--- config.mk ---
export PLATFORM = sky130hd
export DESIGN_NAME = pipe_ctrl
export DESIGN_NICKNAME = d
export VERILOG_FILES = /design/src/rtl/pipe_pkg.sv /design/src/rtl/hazard_detect.sv /design/src/rtl/pipe_ctrl.sv
export SDC_FILE = /design/constraint.sdc
export NUM_CORES = 1
export LEC_CHECK = 0
export ABC_CLOCK_PERIOD_IN_PS = 3900
export CORE_AREA = 5 5 160 162
export DETAILED_ROUTE_END_ITERATION = 10
export DIE_AREA = 0 0 165 167
export PLACE_DENSITY = 0.76
export SYNTH_ARGS = -nofsm -noshare
export SYNTH_HDL_FRONTEND = slang
export SYNTH_SLANG_ARGS = --single-unit
--- constraint.sdc ---
create_clock -name clock -period 3.9 [get_ports clock]
set_clock_uncertainty 0.2 [all_clocks]
set_input_delay 1.17 -clock clock [delete_from_list [all_inputs] [get_ports clock]]
set_output_delay 1.17 -clock clock [all_outputs]
set_load 0.02 [all_outputs]
--- src/rtl/pipe_pkg.sv ---
// pipe_pkg: shared constants, instruction field helpers and the per-cycle pipeline action type.
package pipe_pkg;

    localparam logic [31:0] NOP = 32'h0000_0013;

    localparam logic [6:0] OPC_LOAD   = 7'b0000011;
    localparam logic [6:0] OPC_OP     = 7'b0110011;
    localparam logic [6:0] OPC_STORE  = 7'b0100011;
    localparam logic [6:0] OPC_BRANCH = 7'b1100011;
    localparam logic [6:0] OPC_LUI    = 7'b0110111;
    localparam logic [6:0] OPC_AUIPC  = 7'b0010111;
    localparam logic [6:0] OPC_JAL    = 7'b1101111;

    localparam int OPC_LSB = 0;
    localparam int OPC_W   = 7;
    localparam int RD_LSB  = 7;
    localparam int RS1_LSB = 15;
    localparam int RS2_LSB = 20;
    localparam int REG_W   = 5;

    typedef logic [OPC_W-1:0] opcode_t;
    typedef logic [REG_W-1:0] reg_idx_t;

    // What the whole pipeline does this cycle, in priority order.
    typedef enum logic [1:0] {
        ACT_HOLD,
        ACT_FLUSH,
        ACT_STALL,
        ACT_ADVANCE
    } act_e;

    function automatic opcode_t opcode_of(input logic [31:0] ir);
        return ir[OPC_LSB +: OPC_W];
    endfunction

    function automatic reg_idx_t rd_of(input logic [31:0] ir);
        return ir[RD_LSB +: REG_W];
    endfunction

    function automatic reg_idx_t rs1_of(input logic [31:0] ir);
        return ir[RS1_LSB +: REG_W];
    endfunction

    function automatic reg_idx_t rs2_of(input logic [31:0] ir);
        return ir[RS2_LSB +: REG_W];
    endfunction

endpackage

--- src/rtl/hazard_detect.sv ---
// hazard_detect: flags a load in stage 1 whose destination is read by the instruction in stage 0.
//   ir0    in  32 : instruction in stage 0 (RR)
//   ir1    in  32 : instruction in stage 1 (ALU)
//   valid  in  2  : valid bits of stages 1..0
//   hazard out 1  : load-use hazard present
module hazard_detect
    import pipe_pkg::*;
(
    input  logic [31:0] ir0,
    input  logic [31:0] ir1,
    input  logic [1:0]  valid,
    output logic        hazard
);

    opcode_t  op0;
    reg_idx_t rd1;
    logic     use_rs1;
    logic     use_rs2;

    assign op0 = opcode_of(ir0);
    assign rd1 = rd_of(ir1);

    // U-type and JAL carry immediate bits in the rs1 field; only R/S/B types read rs2.
    assign use_rs1 = !(op0 inside {OPC_LUI, OPC_AUIPC, OPC_JAL});
    assign use_rs2 = op0 inside {OPC_OP, OPC_STORE, OPC_BRANCH};

    assign hazard = &valid && opcode_of(ir1) == OPC_LOAD && rd1 != '0 &&
                    ((use_rs1 && rs1_of(ir0) == rd1) || (use_rs2 && rs2_of(ir0) == rd1));

endmodule

--- src/rtl/pipe_ctrl.sv ---
// pipe_ctrl: PC/IR pipeline registers with load-use stalling and branch-redirect squashing.
//   clock     in  1             : clock, rising edge
//   reset     in  1             : asynchronous active-low reset
//   halt      in  1             : freeze all state
//   if_valid  in  1             : fetch present
//   if_pc     in  XLEN          : fetched PC
//   if_ir     in  ILEN          : fetched instruction
//   if_ready  out 1             : fetch accepted this cycle
//   flush     in  1             : redirect from stage FLUSH_STAGE
//   valid_o   out STAGES        : per-stage valid bits
//   pc_o      out STAGES*XLEN   : per-stage PCs, stage k at [k*XLEN +: XLEN]
//   ir_o      out STAGES*ILEN   : per-stage IRs, stage k at [k*ILEN +: ILEN]
//   stall_o   out 1             : load-use stall applied this cycle
//   stall_cnt out CNT_W         : saturating stall-cycle count
module pipe_ctrl
    import pipe_pkg::*;
#(
    parameter int STAGES      = 4,
    parameter int XLEN        = 32,
    parameter int ILEN        = 32,
    parameter int FLUSH_STAGE = 1,
    parameter int CNT_W       = 16
) (
    input  logic                     clock,
    input  logic                     reset,
    input  logic                     halt,
    input  logic                     if_valid,
    input  logic [XLEN-1:0]          if_pc,
    input  logic [ILEN-1:0]          if_ir,
    output logic                     if_ready,
    input  logic                     flush,
    output logic [STAGES-1:0]        valid_o,
    output logic [STAGES*XLEN-1:0]   pc_o,
    output logic [STAGES*ILEN-1:0]   ir_o,
    output logic                     stall_o,
    output logic [CNT_W-1:0]         stall_cnt
);

    logic [STAGES-1:0] valid;
    logic [XLEN-1:0]   pc [STAGES];
    logic [ILEN-1:0]   ir [STAGES];
    logic              hazard;
    act_e              act;

    hazard_detect u_hazard (
        .ir0    (ir[0]),
        .ir1    (ir[1]),
        .valid  (valid[1:0]),
        .hazard (hazard)
    );

    // A flush outranks a hazard: the stalled instruction is being squashed anyway.
    assign act      = halt ? ACT_HOLD : flush ? ACT_FLUSH : hazard ? ACT_STALL : ACT_ADVANCE;
    assign if_ready = act == ACT_FLUSH || act == ACT_ADVANCE;
    assign stall_o  = act == ACT_STALL;
    assign valid_o  = valid;

    for (genvar k = 0; k < STAGES; k++) begin : g_stage
        logic            v_q;
        logic [XLEN-1:0] pc_q;
        logic [ILEN-1:0] ir_q;
        logic            ld;
        logic            bub;
        logic            src_v;
        logic [XLEN-1:0] src_pc;
        logic [ILEN-1:0] src_ir;

        if (k == 0) begin : g_head
            // Stage 0 holds on a stall; a missing fetch enters as a bubble.
            assign ld     = act == ACT_ADVANCE && if_valid;
            assign bub    = act == ACT_FLUSH || (act == ACT_ADVANCE && !if_valid);
            assign src_v  = 1'b1;
            assign src_pc = if_pc;
            assign src_ir = if_ir;
        end else begin : g_body
            assign ld     = act == ACT_ADVANCE || (act == ACT_FLUSH && k > FLUSH_STAGE) ||
                            (act == ACT_STALL && k >= 2);
            assign bub    = (act == ACT_FLUSH && k <= FLUSH_STAGE) || (act == ACT_STALL && k == 1);
            assign src_v  = valid[k-1];
            assign src_pc = pc[k-1];
            assign src_ir = ir[k-1];
        end

        // Bubbles keep their old PC so downstream debug still sees where the slot came from.
        always_ff @(posedge clock or negedge reset) begin
            if (!reset) begin
                v_q  <= 1'b0;
                pc_q <= '0;
                ir_q <= NOP;
            end else if (bub) begin
                v_q  <= 1'b0;
                ir_q <= NOP;
            end else if (ld) begin
                v_q  <= src_v;
                pc_q <= src_pc;
                ir_q <= src_ir;
            end
        end

        assign valid[k]                = v_q;
        assign pc[k]                   = pc_q;
        assign ir[k]                   = ir_q;
        assign pc_o[k*XLEN +: XLEN]    = pc_q;
        assign ir_o[k*ILEN +: ILEN]    = ir_q;
    end

    always_ff @(posedge clock or negedge reset) begin
        if (!reset)
            stall_cnt <= '0;
        else if (act == ACT_STALL && stall_cnt != '1)
            stall_cnt <= stall_cnt + 1'b1;
    end

endmodule

==> qor.yml <==
rsz0062_at_grt: "no"
pre_cts_slack_ns: -0.767
yosysTopAreaCell: "dfrtp_1"
dpl_cell_area_mm2: 0.0148
grt_pass1_wl_um: 46100
relSlewSlack: 0.420
drive_gt1_frac: 0.272
initialDrtViolationCount: 382
path_delay_family: "simple AND/OR/NAND/NOR gates"
powerDensity_mw_per_mm2: 578
synth.avg_cell_area_um2: 15.2
fin_tns_setup_ns: 0
core_area_mm2: 0.0240
outcome: "finished, final reports clean"
layout_common_cells: "341 x clkdlybuf4s50_1, 262 x dfrtp_1, 161 x mux2_2, 38 x a22o_1, 31 x nand2_1"
finalWorstSetupSlack_ns: 0.130
fmax_ghz: 0.265
grt_pass1_vias: 7857
cp_common_cell: "buf_6"
overflow: 0
nets: 1144
r2r_cells: 9
max-vdd-ir-drop_v: 0.000383
path_clk_slew_ns: 0.06
cts_made_buffers: 29
end_kind: "output pin"
worst-path-stages: 8
ys_seq_area_frac: 0.636
h-tree-depth: 1
drc: 0
maxCapViolations: 0
synth_area_leaders: "dfrtp_1 61%, mux2_2 17%, mux2_4 4.1%"
crit_chain: "or4_4 -> nor2_4 -> nor4_2 -> a31oi_4 -> buf_6 -> nand2_4 -> inv_2 -> buf_6"
cts_tree: "yes"
slowest_delay_ns: 0.56
die_width_um: 165
cts_sinks: 276
dp_hpwl_um: 20500
gp_congestion: 0.791
arrival_ns: 2.40
cp_num_buf_inv: 3
synth.cell_area_mm2: 0.0109
synth_cell_types: 39
start_util: 0.454
drt-pass1-iter-count: 4
yosys.area.top_type_share: 0.607
ant_nets: 0
cp_slowest_cell: "or4_4"
finalMaxSlewViolations: 0
cp_max_fo: 4
grt_max_degree: 163
wl_per_cell_um: 20.5
hold_class: "reg2reg"
worstSetupPathType: "reg2out"
synthesis.nets: 786
cts-root-buf: "clkbuf_16"
worst_skew_pair.late_latency_ns: 0.53
startpoint_type: "register"
finalCriticalPeriod_ns: 3.77
n_antenna_cell: 0
finalSetupViolCount: 0
layout_commonest_cell: "clkdlybuf4s50_1"
yosys_warnings: 0
cts.path.max_buffers: 3
tightest_slew_ns: 0.871
design_area_mm2: 0.0158
report.final.hold_viol_count: 0
leakagePower_nw: 7.06
dieArea_mm2: 0.0276
period_share: 0.967
fill_cells: 1779
pin_count: 347
synth_seq_cells: 276
rows: 57
via_per_inst: 5.05
num_vias: 7171
utilization: 0.661
grt.total_usage: 0.211
hold_path_depth: 1
wl_um: 29100
syn2layout_area_growth_pct: 45.5
required_ns: 2.53
fin_cells: 1420
port-buffer-count: 346
die_h_um: 167
synth_cells: 716
dp.cells: 1366
grt_antenna_before_repair: 0
-- flip-flops by register name, indices dropped and copies added (netlist names) --
| signal | flops |
|---|---|
| g_stage.ir_q | 128 |
| g_stage.pc_q | 128 |
| stall_cnt | 16 |
| g_stage.v_q | 4 |
-- cell type report --
| cell class | count | area, µm² | share of cell area |
|---|---|---|---|
| Inverter | 26 | 97.6 | 0.00616 |
| Clock inverter | 12 | 138 | 0.00869 |
| Clock buffer | 41 | 861 | 0.0544 |
| Timing Repair Buffer | 369 | 3740 | 0.236 |
| Multi-Input combinational cell | 372 | 3670 | 0.232 |
| Sequential cell | 276 | 6920 | 0.437 |
| Tap cell | 324 | 405 | 0.0256 |
-- path summary, 6_finish.rpt --
path,start,to,slack [ns]
setup / recovery,g_stage[1].ir_q[7],if_ready,0.13
hold / removal,stall_cnt[14],stall_cnt[14],0.29
max in group asynchronous,reset,g_stage[2].ir_q[4],2.27
hold reg to reg,stall_cnt[14],stall_cnt[14],0.29
min in group asynchronous,reset,g_stage[0].ir_q[7],0.48
setup reg to reg,g_stage[1].ir_q[7],g_stage[0].pc_q[11],0.85
-- worst reg2reg max path: stages, from the launching register on --
cell	delay, ns
dfrtp_2	0.44
or4_4	0.56
nor2_4	0.19
nor4_2	0.10
a31oi_4	0.22
buf_6	0.14
buf_4	0.22
and3_2	0.25
buf_12	0.22
mux2_2	0.40
-- cell usage after synthesis, drive strengths merged --
library cell and number:
nand4b 1, and4b 1, or2 2, nand3 8
or4 1, a31oi 1, xor2 15, mux2i 21
nor4 5, nand2b 3, nand4 3, inv 26
nor2 7, mux2 198, dfstp 12, nor3b 4
nor4b 1, xnor2 10, and3 4, o21ai 1
or3 1, and2 2, ha 1, dfrtp 264
nor3 5, and4 2, nand2 32, o32a 3
buf 21, clkbuf 21, a21boi 1, a22o 38
a221o 1
-- where the power goes --
part           internal, mW  switching [mW]
registers              3.37           0.371
logic                  1.36            1.22
clock network          1.73            1.11
-- stage by stage --
stage | hold WS, ns | total power, mW
finish | 0.292 | 9.15
CTS | 0.297 | 9.25
detailed placement | 0.282 | 6.37
global route | 0.312 | 9.57
global placement | 0.285 | 6.32
floorplan | 0.281 | 4.95
-- layer usage --
metal / global-route usage / up-vias / wire (µm)
met5: 0 / - / 0
li1: - / 3235 / -
met3: 0.0625 / 46 / 2370
met1: 0.266 / 3641 / 11400
met4: 0.0658 / 0 / 827
met2: 0.349 / 249 / 14500
-- cell families (layout without fill, tap and decap cells) --
| logic type | Yosys count | count (layout) | share of synthesized area |
|---|---|---|---|
| flip-flops | 276 | 276 | 0.636 |
| multiplexers | 219 | 219 | 0.235 |
| AND/OR/NAND/NOR | 82 | 82 | 0.0387 |
| buffers and inverters | 68 | 448 | 0.0335 |
| AO/OA/AOI/OAI | 45 | 45 | 0.0360 |
| XOR/XNOR | 25 | 25 | 0.0201 |
| adder cells (fa/ha/maj) | 1 | 1 | 0.00115 |
-- timing repair --
| item | CTS | global route |
|---|---|---|
| setup buffers | 1 | 0 |
| pin swaps | 3 | 3 |
| setup endpoints to repair | 2 | 2 |
| gates resized for setup | 17 | 8 |
| hold endpoints to repair | 0 | 0 |
| hold buffers | 0 | 0 |
Note: power is estimated with default switching activity, not from simulation.
